--- src/rtl/inst_fetch.sv ---
// ---------------------------------------------------------------------------
// inst_fetch
// Instruction fetch stage placed just before the instruction decoder. It holds
// the program counter and reads one byte per cycle from a synchronous program
// ROM. It presents each byte to the decoder as inst_en/inst. It also handles
// jumps, downstream stalls and start/halt control, and discards or re-reads
// in-flight bytes when needed.
//
// Ports
//   clk        system clock, all logic on posedge
//   rst        synchronous reset, active-high
//   start      pulse, IDLE -> RUN
//   halt_req   pulse, RUN -> IDLE (resumable, no byte lost)
//   stall      level, downstream cannot accept a byte this cycle
//   jump_en    pulse, load PC from jump_addr
//   jump_addr  jump target
//   rom_addr   ROM read address (= pc)
//   rom_data   ROM read data, valid one cycle after rom_addr
//   inst_en    inst is valid and consumed this cycle
//   inst       instruction/data byte (= rom_data)
//   busy       1 while in RUN
//   inst_cnt   bytes issued since reset, saturating
// ---------------------------------------------------------------------------
module inst_fetch #(
   parameter int unsigned       ADDR_W     = 10,
   parameter logic [ADDR_W-1:0] START_ADDR = '0
) (
   input  logic              clk,
   input  logic              rst,
   input  logic              start,
   input  logic              halt_req,
   input  logic              stall,
   input  logic              jump_en,
   input  logic [ADDR_W-1:0] jump_addr,
   output logic [ADDR_W-1:0] rom_addr,
   input  logic [7:0]        rom_data,
   output logic              inst_en,
   output logic [7:0]        inst,
   output logic              busy,
   output logic [15:0]       inst_cnt
);

   localparam int unsigned CNT_W = 16;

   typedef enum logic {
      IDLE = 1'b0,
      RUN  = 1'b1
   } state_t;

   state_t            state;
   logic [ADDR_W-1:0] pc;    // next read address
   logic [ADDR_W-1:0] ipc;   // address of the byte currently on rom_data
   logic              pend;  // rom_data holds a valid, unflushed byte

   // The ROM is read directly from the PC. The byte goes straight to the decoder.
   assign rom_addr = pc;
   assign inst     = rom_data;
   assign busy     = (state == RUN);
   assign inst_en  = (state == RUN) & pend & ~stall & ~jump_en & ~halt_req;

   // Fetch control, PC tracking and issue counter
   always_ff @(posedge clk) begin
      if (rst) begin
         state    <= IDLE;
         pc       <= START_ADDR;
         ipc      <= START_ADDR;
         pend     <= 1'b0;
         inst_cnt <= '0;
      end else begin
         if (inst_en && (inst_cnt != {CNT_W{1'b1}}))
            inst_cnt <= inst_cnt + CNT_W'(1);

         case (state)
            IDLE: begin
               pend <= 1'b0;
               if (jump_en)
                  pc <= jump_addr;
               if (start)
                  state <= RUN;
            end
            RUN: begin
               if (jump_en) begin
                  // Drop the in-flight byte and restart from the target
                  pc   <= jump_addr;
                  pend <= 1'b0;
               end else if (halt_req) begin
                  // Rewind to the unissued byte so that resuming loses nothing
                  pc    <= pend ? ipc : pc;
                  pend  <= 1'b0;
                  state <= IDLE;
               end else if (stall) begin
                  // Re-read the unconsumed byte once the stall is released
                  pc   <= pend ? ipc : pc;
                  pend <= 1'b0;
               end else begin
                  ipc  <= pc;
                  pc   <= pc + ADDR_W'(1);
                  pend <= 1'b1;
               end
            end
            default: begin
               state <= IDLE;
               pend  <= 1'b0;
            end
         endcase
      end
   end

endmodule
--- config.mk ---
export PLATFORM = sky130hd
export DESIGN_NAME = inst_fetch
export DESIGN_NICKNAME = d
export VERILOG_FILES = /design/src/rtl/inst_fetch.sv
export SDC_FILE = /design/constraint.sdc
export NUM_CORES = 1
export LEC_CHECK = 0
export BUFFER_PORTS_ARGS = -buffer_cell sky130_fd_sc_hd__buf_4
export CORE_MARGIN = 3
export CORE_UTILIZATION = 30
export CTS_CLUSTER_SIZE = 14
export DETAILED_ROUTE_END_ITERATION = 7
export GPL_TIMING_DRIVEN = 0
export PLACE_DENSITY = 0.61
export SYNTH_ARGS = -nofsm -noshare
export SYNTH_HDL_FRONTEND = slang
export SYNTH_SLANG_ARGS = --single-unit
--- constraint.sdc ---
create_clock -name clk -period 1.6 [get_ports clk]
set_input_delay 0.08 -clock clk [delete_from_list [all_inputs] [get_ports clk]]
set_output_delay 0.08 -clock clk [all_outputs]
set_load 0.01 [all_outputs]
; After elaboration in Yosys (flattened, before gate mapping)
; Index checks and enable logic that the tools add are counted.
[op_classes]
mul = 0
add_sub_neg = 2
shifts = 0
n_eq_ne = 2
mux = 14
n_bitwise = 8
magnitude_cmp = 0
n_reduce_logical = 2
n_div = 0
[op_table]
columns = op, count
row1 = $mux 10, 5
row2 = $pmux 10 s2, 1
row3 = $add 16x1->16 const B, 1
row4 = $ne 16x16->1 const B, 1
row5 = $add 10x1->10 const B, 1
row6 = $mux 1, 6
row7 = $and 1x1->1, 4
row8 = $not 1->1, 4
row9 = $pmux 1 s2, 2
row10 = $reduce_and 4->1, 1
row11 = $ne 2x2->1 const B, 1
row12 = $logic_and 1x1->1, 1
[word_totals]
memories = 0
word_cells = 33
out_inout_bits = 36
mem_bits_rw = 0
reg_bits = 38
in_bits = 24
latch_bits = 0
romBits = 0

; Logic depth before layout (Yosys ltp)
; Gate-level depths: netlist of the first run.
[depth]
depth_word = 5
depth_mapped = 7
mapped_depth_nobuf = 6

; Worst setup path before layout of the first run
; No wires, ideal clock.
[synth_path]
path_kind = flip-flop to flip-flop
from = register inst_cnt[0]
to = register inst_cnt[14]
arrival_time_ns = 1.754
setup_time_ns = 0.117
setup_slack_ns = -0.272
path_stages_with_launch = 8
synth_period_minus_slack_ns = 1.872
path_buffers = 1
path_cell_list = dfxtp_1 > ha_1 > inv_1 > or4_1 > buf_2 > nor4_2 > xnor2_1 > nor2_1
[synth_via]
elab_chain_len = 2
[synth_lines]
columns = element, line_no
row1 = start: declaration, 40  ; output logic [15:0] inst_cnt
row2 = start signal: assignment, 71  ; inst_cnt <= inst_cnt + CNT_W'(1);
row3 = "parallel branches: the longest is 2 deep, another holds $add 16x1->16", --
; Parallel ways; which one is timed is not known.
; A chain may end at the register's enable or synchronous reset.

; Worst setup path after layout of the first run
[layout_path]
from = register state, in the netlist busy
to = register inst_cnt[6]
[layout_via]
elab_chain_len = 5
[layout_lines]
columns = element, line_no
row1 = start: declaration, 50  ; state_t state;
row2 = start signal: assignment, 64  ; state <= IDLE;
row3 = start signal: assignment, 79  ; state <= RUN;
row4 = start signal: assignment, 90  ; state <= IDLE;
row5 = $and 1x1->1 (4 in series), 59  ; assign inst_en = (state == RUN) & pend & ~stall & ~jump_en & ~halt_req;
row6 = $logic_and 1x1->1, 70  ; if (inst_en && (inst_cnt != {CNT_W{1'b1}}))
; Every way passes these cells.

==> impl_metrics.py, run 1 <==
metrics = {
    "critical_path": {
        "worstPathArrival_ps": 1920,
        "worstPathMaxFanout": 6,
        "crit_chain": "nand4bb_4 > or4_4 > or3_1 > a21oi_1",
        "max_stage_delay_ps": 570,
        "criticalPathCategory": "flip-flop to flip-flop",
        "cp-end-kind": "flip-flop",
        "required_ps": 1810,
        "cp-start-kind": "flip-flop",
        "critPathSlowestCell": "or4_4",
    },
    "route": {
        "num_vias": 2069,
        "drt-total-wl_um": 5900,
        "ant_nets": 0,
        "dr.pass1.iters": 4,
        "drt_iter0_drc": 113,
        "drc": 0,
        "wl_per_cell_um": 15.0,
        "vias_per_cell": 5.26,
    },
    "synthesis": {
        "synth_top_area_cell": "dfxtp_1",
        "syn_nets": 273,
        "synth.avg_cell_area_um2": 7.89,
        "netlist_area_mm2": 0.00195,
        "ys.warnings.count": 0,
        "synth_seq_cells": 38,
        "synth.area.top_cells": "dfxtp_1 39%, nand2_1 6.0%, nor2_1 5.2%",
        "synth_top_area_share_pct": 39.0,
        "syn_inst": 247,
        "synth.distinct_cells": 45,
        "ys_seq_area_share_pct": 39.0,
    },
    "clock_tree": {
        "clk_pin_slew_worst_paths_ps": 70,
        "cts_root_buf": "clkbuf_8",
        "clock_latency_ps": 290,
        "cts_tree": "yes",
        "cts_buffers": 5,
        "clk_path_buf_depth": 2,
        "htreeDepth": 2,
        "cts.sink_count": 38,
    },
    "hold_path": {
        "hp-class": "primary input to flip-flop",
    },
    "placement": {
        "gp_congestion": 0.859,
        "io_buffers": 51,
        "dp.cells": 373,
        "hpwl_um": 4010,
    },
    "pwr": {
        "max-vdd-ir-drop_mv": 0.499,
        "p_leak_nw": 1.13,
        "p_per_area_mw_per_mm2": 783,
    },
    "global_routing": {
        "grt_start_max_net_pins": 13,
        "overflow": 0,
        "grt_pass1_vias": 2069,
        "track_usage_pct": 16.0,
        "grt_antenna_before_repair": 0,
        "grt_first_pass_wirelength_um": 9630,
    },
    "timing": {
        "skew_ps": 6.61,
        "post-route-min-period_ps": 1710,
        "fin_ws_ps": -111,
        "finalMaxSlewViolations": 0,
        "post-route-period-util_pct": 107,
        "final-setup-viol-count": 7,
        "rsz0062_at_grt": "yes",
        "slew-limit-headroom_pct": 62.8,
        "clock.fmax_mhz": 584,
        "worst_pin_slew_ps": 558,
        "finalHoldViolations": 0,
    },
    "floorplanning": {
        "fp-row-count": 28,
        "start_util_pct": 32.0,
        "core-area_mm2": 0.00610,
        "fp.dieW_um": 86.6,
        "io_pins": 60,
        "dieHeight_um": 86.6,
        "dieArea_mm2": 0.00750,
    },
    "finish": {
        "fin_cells": 393,
        "seqCellArea_um2": 797,
        "final_core_util_pct": 47.1,
        "syn_to_final_growth_pct": 47.2,
        "multi_input_area_mm2": 0.00120,
        "antenna_cells": 0,
        "final_nets": 343,
        "drive_above_1_share_pct": 40.6,
        "num-fill-cells": 595,
    },
    "status": {
        "status": "finished, violations left",
        "violations": "setup timing",
    },
    "flow_run": {
        "drv_cap": 0,
    },
}
worst paths after layout:
path	start	to	slack, ps	depth (start not counted)
worst max-delay path	busy$_SDFF_PP0_	inst_cnt[6]$_SDFFE_PP0P_	-110	4
worst min-delay path	jump_addr[1]	rom_addr[1]$_SDFFE_PP0P_	30	3
worst max register to register	busy$_SDFF_PP0_	inst_cnt[6]$_SDFFE_PP0P_	-110	4
worst min register to register	ipc[5]$_SDFFE_PP0P_	ipc[5]$_SDFFE_PP0P_	450	2
layout make-up:
type	count	share of cell area (%)
buffer	18	3.62
clock buffer	6	2.88
clock inverter	2	2.09
inverter	11	1.44
multi-input combinational	178	41.8
sequential	38	27.8
tap	75	3.27
timing repair buffer	65	17.1
report_power, final:
group / internal, W / switching, W / total (W) / leakage [nW]
registers: 0.000960 / 0.0000337 / 0.000993 / 0.318
logic: 0.000119 / 0.000120 / 0.000239 / 0.741
clock network: 0.000665 / 0.000348 / 0.00101 / 0.0714
kinds of logic (layout without fill, tap and decap cells):
logic type      count (synthesis)  after routing  synth area share, %
simple gates                  107            107                 27.3
compound gates                 55             55                 18.4
flops                          38             38                 39.0
buf+inv                        31            102                 7.70
xor+xnor                       14             14                 6.29
fa+ha+maj                       2              2                 1.28
sequential cells by signal, summed over array words and instances, names as in the netlist:
signal	flops
inst_cnt	16
busy	1
ipc	10
pend	1
rom_addr	10
critical path: cells and delay by family, from the launching register on:
| kind | cells | cell delay, ps |
|---|---|---|
| simple gates | 3 | 1110 |
| compound gates | 1 | 130 |
| flops | 1 | 390 |
per-layer routing:
layer  vias to the layer above  track usage, %  wire, µm
li1                       1017               -         -
met1                       956            19.0      2580
met2                        88            27.4      2820
met3                         8            4.18       432
met4                         0            6.09        65
met5                         -               0         0
per-stage QoR:
stage	TNS, ps	cell area (µm²)	power (W)	worst slack (ps)	hold WS [ps]
final	-377	2870	0.00225	-111	30.3
after floorplan	-495	1990	0.00113	-102	171
after global placement	-5490	2470	0.00125	-339	275
after CTS	-532	2750	0.00226	-97.3	11.9
after detailed placement	-5540	2470	0.00125	-341	280
after global routing	-1500	2870	0.00233	-157	19.7
cell usage after synthesis, drive strengths merged:
cell type,n
nor4,5
o211ai,1
o22ai,3
and3,4
nand4,6
a41o,2
a311oi,5
or4,1
ha,2
a2111oi,1
or3,3
a211o,1
nor3b,3
and4,1
a21oi,18
nor2,27
buf,12
or2,2
nand2,31
o221a,1
inv,11
nand4bb,1
o32ai,1
xnor2,11
nand2b,1
a31oi,1
a211oi,2
clkbuf,8
a21o,1
dfxtp,38
o21ai,12
nand3,10
nor4b,2
xor2,3
and2,2
a221oi,5
nand3b,1
o2111ai,1
nor3,7
repair_timing:
| action | in CTS | in global routing |
|---|---|---|
| setup endpoints to repair | 33 | 33 |
| gates resized for setup | 18 | 29 |
| hold buffers | 1 | 0 |
| pin swaps | 8 | 6 |
| hold endpoints to repair | 1 | 0 |
| buffers inserted | 9 | 4 |
layout by cell type, fill, tap and decap left out, types with 4 or more instances in the layout:
cell,count
nand2_1,31
o21ai_0,11
inv_1,10
dfxtp_4,6
nand4_1,6
a311oi_1,5
a21oi_1,18
clkbuf_1,5
a221oi_1,4
dfxtp_2,11
nor2_1,25
clkbuf_8,6
nor4_4,4
xnor2_1,11
buf_4,72
dfxtp_1,21
nand3_1,10
Power figures use the tool's default switching activity.
==> run 2: changes to the inputs <==
CORE_ASPECT_RATIO = 0.9   (was default)
==> run 2 against run 1 <==
Effect of this change:
- the run still ends with setup timing left
- non-clock buffer count grew 18
- sequential power shrank 1%
- register-to-register slack is essentially flat
- power shrank 8.7%
- global-route usage shrank 0.33 points
- combinational power grew 7%
- routed wire length grew 4.4%
- hold slack lost 9.5 ps
- fmax grew 0.23%
- critical endpoint unchanged
- largest cell class unchanged
- largest power group is now registers
==> impl_metrics.py, run 2 (same netlist as run 1, synthesis figures left out) <==
metrics = {
    "finish": {
        "drive_above_1_share_pct": 44.6,
        "layout_commonest_cell": "buf_4",
        "final_nets": 361,
        "final_cell_mix": "91 x buf_4, 30 x nand2_1, 25 x nor2_1, 21 x dfxtp_1, 18 x a21oi_1",
        "syn_to_final_growth_pct": 56.4,
        "antenna_cells": 0,
        "largest_register": "inst_cnt",
        "largest_reg_flops": 16,
        "fin_area_mm2": 0.00305,
    },
    "flow_run": {
        "drv_cap": 0,
    },
    "timing": {
        "worst_pin_slew_ps": 591,
        "fin_ws_ps": -107,
        "finalHoldViolations": 0,
        "finalSetupTns_ps": -663,
        "skew_ps": 4.88,
        "post-route-period-util_pct": 107,
        "clock.fmax_mhz": 586,
        "slew-limit-headroom_pct": 60.6,
        "rsz0062_at_grt": "yes",
        "final-setup-viol-count": 10,
        "finalMaxSlewViolations": 0,
        "post-route-min-period_ps": 1710,
    },
    "critical_path": {
        "rr_worst_depth": 5,
        "criticalPathCategory": "flip-flop to flip-flop",
        "critical_path.endpoint": "inst_cnt[6]$_SDFFE_PP0P_",
        "cp-end-kind": "flip-flop",
        "critPathLaunch": "inst_cnt[0]$_SDFFE_PP0P_",
        "required_ps": 1820,
        "r2r_setup_slack_ps": -110,
        "worstPathArrival_ps": 1930,
        "regToRegEndpoint": "inst_cnt[6]$_SDFFE_PP0P_",
        "cp-start-kind": "flip-flop",
        "worstReg2RegStart": "inst_cnt[0]$_SDFFE_PP0P_",
        "worstPathMaxFanout": 6,
    },
    "placement": {
        "io_buffers": 51,
        "hpwl_um": 3960,
        "gp_congestion": 0.845,
        "place_ws_ps": -387,
        "dpl_cell_area_mm2": 0.00248,
    },
    "floorplanning": {
        "fp-row-count": 27,
        "core-area_mm2": 0.00622,
        "dieArea_mm2": 0.00750,
        "start_util_pct": 31.4,
        "io_pins": 60,
        "fp.dieW_um": 91.0,
        "dieHeight_um": 82.5,
    },
    "route": {
        "ant_nets": 0,
        "wl_per_cell_um": 14.6,
        "vias_per_cell": 5.03,
        "dr.pass1.iters": 4,
        "drc": 0,
        "num_vias": 2128,
        "drt-total-wl_um": 6160,
        "drt_iter0_drc": 130,
    },
    "status": {
        "violations": "setup timing",
        "status": "finished, violations left",
    },
    "pwr": {
        "p_int_w": 0.00154,
        "p_comb_share_pct": 12.4,
        "p_seq_share_pct": 47.9,
        "max-vdd-ir-drop_mv": 0.319,
        "p_clk_share_pct": 39.7,
        "p_per_area_mw_per_mm2": 673,
        "p_leak_nw": 1.20,
        "sw_frac_of_total_pct": 25.0,
        "p_switching_w": 0.000513,
    },
    "global_routing": {
        "grt_antenna_before_repair": 0,
        "grt_pass1_vias": 1896,
        "grt_first_pass_wirelength_um": 9430,
        "track_usage_pct": 15.7,
        "grt_start_max_net_pins": 13,
        "overflow": 0,
    },
    "clock_tree": {
        "clock_latency_ps": 290,
        "clk_pin_slew_worst_paths_ps": 80,
        "clk_path_buf_depth": 2,
        "cts_root_buf": "clkbuf_8",
        "cts_tree": "yes",
        "cts_buffers": 5,
        "cts.sink_count": 38,
        "htreeDepth": 2,
    },
    "hold_path": {
        "hp-class": "primary input to flip-flop",
    },
}
[run 2: metrics by stage]
stage / std cells / hold WS [ps] / utilization [%] / total power, W
global placement: 385 / 283 / 39.9 / 0.00124
CTS: 407 / 9.01 / 45.4 / 0.00207
floorplan: 247 / 171 / - / 0.00113
detailed placement: 385 / 290 / 39.9 / 0.00125
finish: 423 / 20.8 / 49.1 / 0.00205
global route: 423 / 31.7 / 49.1 / 0.00214
[run 2: routing by layer]
layer	routed length, µm	track usage, %	up-vias
li1	-	-	1056
met1	2760	20.8	991
met2	2900	25.6	76
met3	425	3.53	5
met4	74	4.52	0
met5	0	0	-
[run 2: what timing repair did]
| item | CTS | global route |
|---|---|---|
| hold buffers | 1 | 0 |
| pin swaps | 9 | 11 |
| endpoints found under the setup margin | 35 | 28 |
| endpoints found under the hold margin | 1 | 0 |
| buffers inserted | 15 | 16 |
| resized for setup | 30 | 30 |
[run 2: worst min-delay path by stage]
stage | startpoint | end | slack, ps | depth (start not counted)
detailed placement | rst | rom_addr[8]$_SDFFE_PP0P_ | 290 | 2
global route | halt_req | busy$_SDFF_PP0_ | 30 | 2
finish | halt_req | busy$_SDFF_PP0_ | 20 | 2
global placement | rst | rom_addr[8]$_SDFFE_PP0P_ | 280 | 2
CTS | halt_req | busy$_SDFF_PP0_ | 9 | 2
floorplan | rst | rom_addr[8]$_SDFFE_PP0P_ | 170 | 1
[run 2: power groups by stage]
| stage | combinational (W) | sequential [W] | clock [W] |
|---|---|---|---|
| 4_1_cts | 0.000246 | 0.000991 | 0.000831 |
| 5_1_grt | 0.000282 | 0.000988 | 0.000868 |
| 3_5_place_dp | 0.000229 | 0.00102 | 0 |
| 6_report | 0.000255 | 0.000983 | 0.000814 |
| 2_1_floorplan | 0.000114 | 0.00102 | 0 |
| 3_3_place_gp | 0.000228 | 0.00102 | 0 |
[run 2: layout make-up]
| class | count | area [µm²] |
|---|---|---|
| well taps | 87 | 109 |
| flip-flops and latches | 38 | 810 |
| inverters | 11 | 43.8 |
| repair buffers | 83 | 626 |
| plain buffers | 18 | 105 |
| fillers | 599 | 3170 |
| clock buffers | 5 | 68.8 |
| multi-input cells | 178 | 1250 |
| clock inverters | 3 | 40.0 |
[run 2: worst max-delay path: stages (launching register included)]
cell and delay [ps]:
dfxtp_4 370, ha_4 150, inv_4 30, or4_4 590
or3_1 370, a21oi_1 130
==> run 3: changes to the inputs <==
CORE_UTILIZATION = 46   (was 30)
PLACE_DENSITY = 0.84   (was 0.61)
==> run 3 against run 2 <==
Effect of this change:
- the run still ends with setup timing left
- via count is 3.2% higher
- global-route usage is 7.3 points higher
- clock power is 22% lower
- core utilization is 22 points higher
- critical path type unchanged
==> impl_metrics.py, run 3 (same netlist as run 1, synthesis figures left out) <==
metrics = {
    "status": {
        "status": "finished, violations left",
        "violations": "setup timing",
    },
    "timing": {
        "finalMaxSlewViolations": 0,
        "post-route-period-util_pct": 107,
        "post-route-min-period_ps": 1700,
        "fin_ws_ps": -105,
        "rsz0062_at_grt": "yes",
        "clock.fmax_mhz": 587,
        "final-setup-viol-count": 9,
        "finalHoldViolations": 0,
        "slew-limit-headroom_pct": 51.8,
        "worst_pin_slew_ps": 716,
        "skew_ps": 6.54,
    },
    "floorplanning": {
        "fp-row-count": 21,
        "fp.dieW_um": 74.6,
        "dieArea_mm2": 0.00506,
        "io_pins": 60,
        "dieHeight_um": 67.8,
        "start_util_pct": 50.1,
        "core-area_mm2": 0.00389,
    },
    "finish": {
        "syn_to_final_growth_pct": 41.0,
        "seqCellArea_um2": 793,
        "antenna_cells": 0,
        "largest_reg_flops": 16,
        "multi_input_area_mm2": 0.00119,
        "layout_commonest_cell": "buf_4",
        "final_nets": 341,
        "fin_area_mm2": 0.00275,
        "final_cell_mix": "70 x buf_4, 30 x nand2_1, 24 x nor2_1, 22 x dfxtp_1, 18 x a21oi_1",
        "largest_register": "inst_cnt",
        "num-fill-cells": 294,
        "drive_above_1_share_pct": 39.2,
        "final_core_util_pct": 70.7,
    },
    "clock_tree": {
        "clk_pin_slew_worst_paths_ps": 80,
        "clock_latency_ps": 290,
        "clk_path_buf_depth": 2,
        "cts_tree": "yes",
        "cts.sink_count": 38,
        "cts_buffers": 5,
        "htreeDepth": 2,
        "cts_root_buf": "clkbuf_8",
    },
    "route": {
        "dr.pass1.iters": 5,
        "num_vias": 2196,
        "ant_nets": 0,
        "vias_per_cell": 6.07,
        "drc": 0,
        "wl_per_cell_um": 16.5,
        "drt_iter0_drc": 317,
        "drt-total-wl_um": 5970,
    },
    "critical_path": {
        "worstReg2RegStart": "inst_cnt[0]$_SDFFE_PP0P_",
        "worstPathMaxFanout": 6,
        "rr_worst_depth": 6,
        "r2r_setup_slack_ps": -100,
        "worstPathArrival_ps": 1870,
        "cp-end-kind": "flip-flop",
        "cp-start-kind": "flip-flop",
        "critical_path.endpoint": "inst_cnt[12]$_SDFFE_PP0P_",
        "criticalPathCategory": "flip-flop to flip-flop",
        "required_ps": 1760,
        "critPathLaunch": "inst_cnt[0]$_SDFFE_PP0P_",
        "regToRegEndpoint": "inst_cnt[12]$_SDFFE_PP0P_",
    },
    "flow_run": {
        "drv_cap": 0,
    },
    "global_routing": {
        "grt_first_pass_wirelength_um": 8920,
        "overflow": 0,
        "grt_pass1_vias": 1872,
        "grt_antenna_before_repair": 0,
        "track_usage_pct": 22.9,
        "grt_start_max_net_pins": 13,
    },
    "pwr": {
        "finalPower_w": 0.00187,
        "p_per_area_mw_per_mm2": 681,
        "p_leak_nw": 1.09,
        "max-vdd-ir-drop_mv": 0.433,
    },
    "hold_path": {
        "hp-class": "primary input to flip-flop",
    },
    "placement": {
        "hpwl_um": 3660,
        "gp_congestion": 0.901,
        "dpl_cell_area_mm2": 0.00243,
        "io_buffers": 51,
    },
}
-- run 3: area by class of cell --
class,instances,share of cell area [%]
inverters,11,1.59
clock buffers,6,2.64
repair buffers,63,17.3
clock inverters,2,0.364
multi-input cells,178,43.4
flip-flops and latches,38,28.9
plain buffers,18,3.78
well taps,46,2.09
-- run 3: where the power goes --
part	leakage [nW]	total (W)	internal, W	switching (W)
logic	0.731	0.000238	0.000118	0.000121
registers	0.317	0.000995	0.000961	0.0000333
clock network	0.0450	0.000638	0.000302	0.000336
-- run 3: worst max-delay path, cell delays in order (launching register included) --
cell     delay (ps)
dfxtp_4         360
ha_4            150
inv_4            30
or4_4           590
nor3b_2         240
xnor2_1         160
nor2_1           60
-- run 3: routing by layer --
| layer | routed length, µm | GRT usage [%] | vias up |
|---|---|---|---|
| li1 | - | - | 1012 |
| met1 | 2450 | 29.9 | 1010 |
| met5 | 0 | 0 | - |
| met4 | 165 | 7.11 | 0 |
| met3 | 620 | 5.95 | 28 |
| met2 | 2740 | 37.0 | 146 |
-- run 3: worst min path at each step --
stage | from | to | slack, ps | depth (start not counted)
6_report | halt_req | busy$_SDFF_PP0_ | 20 | 2
2_1_floorplan | rst | rom_addr[8]$_SDFFE_PP0P_ | 170 | 1
3_5_place_dp | rst | rom_addr[8]$_SDFFE_PP0P_ | 280 | 2
4_1_cts | halt_req | busy$_SDFF_PP0_ | 10 | 2
5_1_grt | halt_req | busy$_SDFF_PP0_ | 20 | 2
3_3_place_gp | rst | rom_addr[8]$_SDFFE_PP0P_ | 290 | 2
-- run 3: repair_timing --
action	CTS	global route
hold endpoints to repair	1	0
cloned	0	0
gates resized for setup	23	21
pin swaps	11	12
hold buffers	1	0
setup endpoints to repair	32	31
setup buffers	9	3
-- run 3: per-stage QoR --
| stage | cells | worst slack (ps) | setup TNS [ps] | hold slack, ps |
|---|---|---|---|---|
| floorplan | 247 | -102 | -495 | 171 |
| global placement | 344 | -297 | -3750 | 289 |
| detailed placement | 344 | -295 | -4460 | 280 |
| CTS | 361 | -119 | -252 | 12.2 |
| global route | 362 | -157 | -1440 | 19.0 |
| finish | 362 | -105 | -456 | 23.8 |
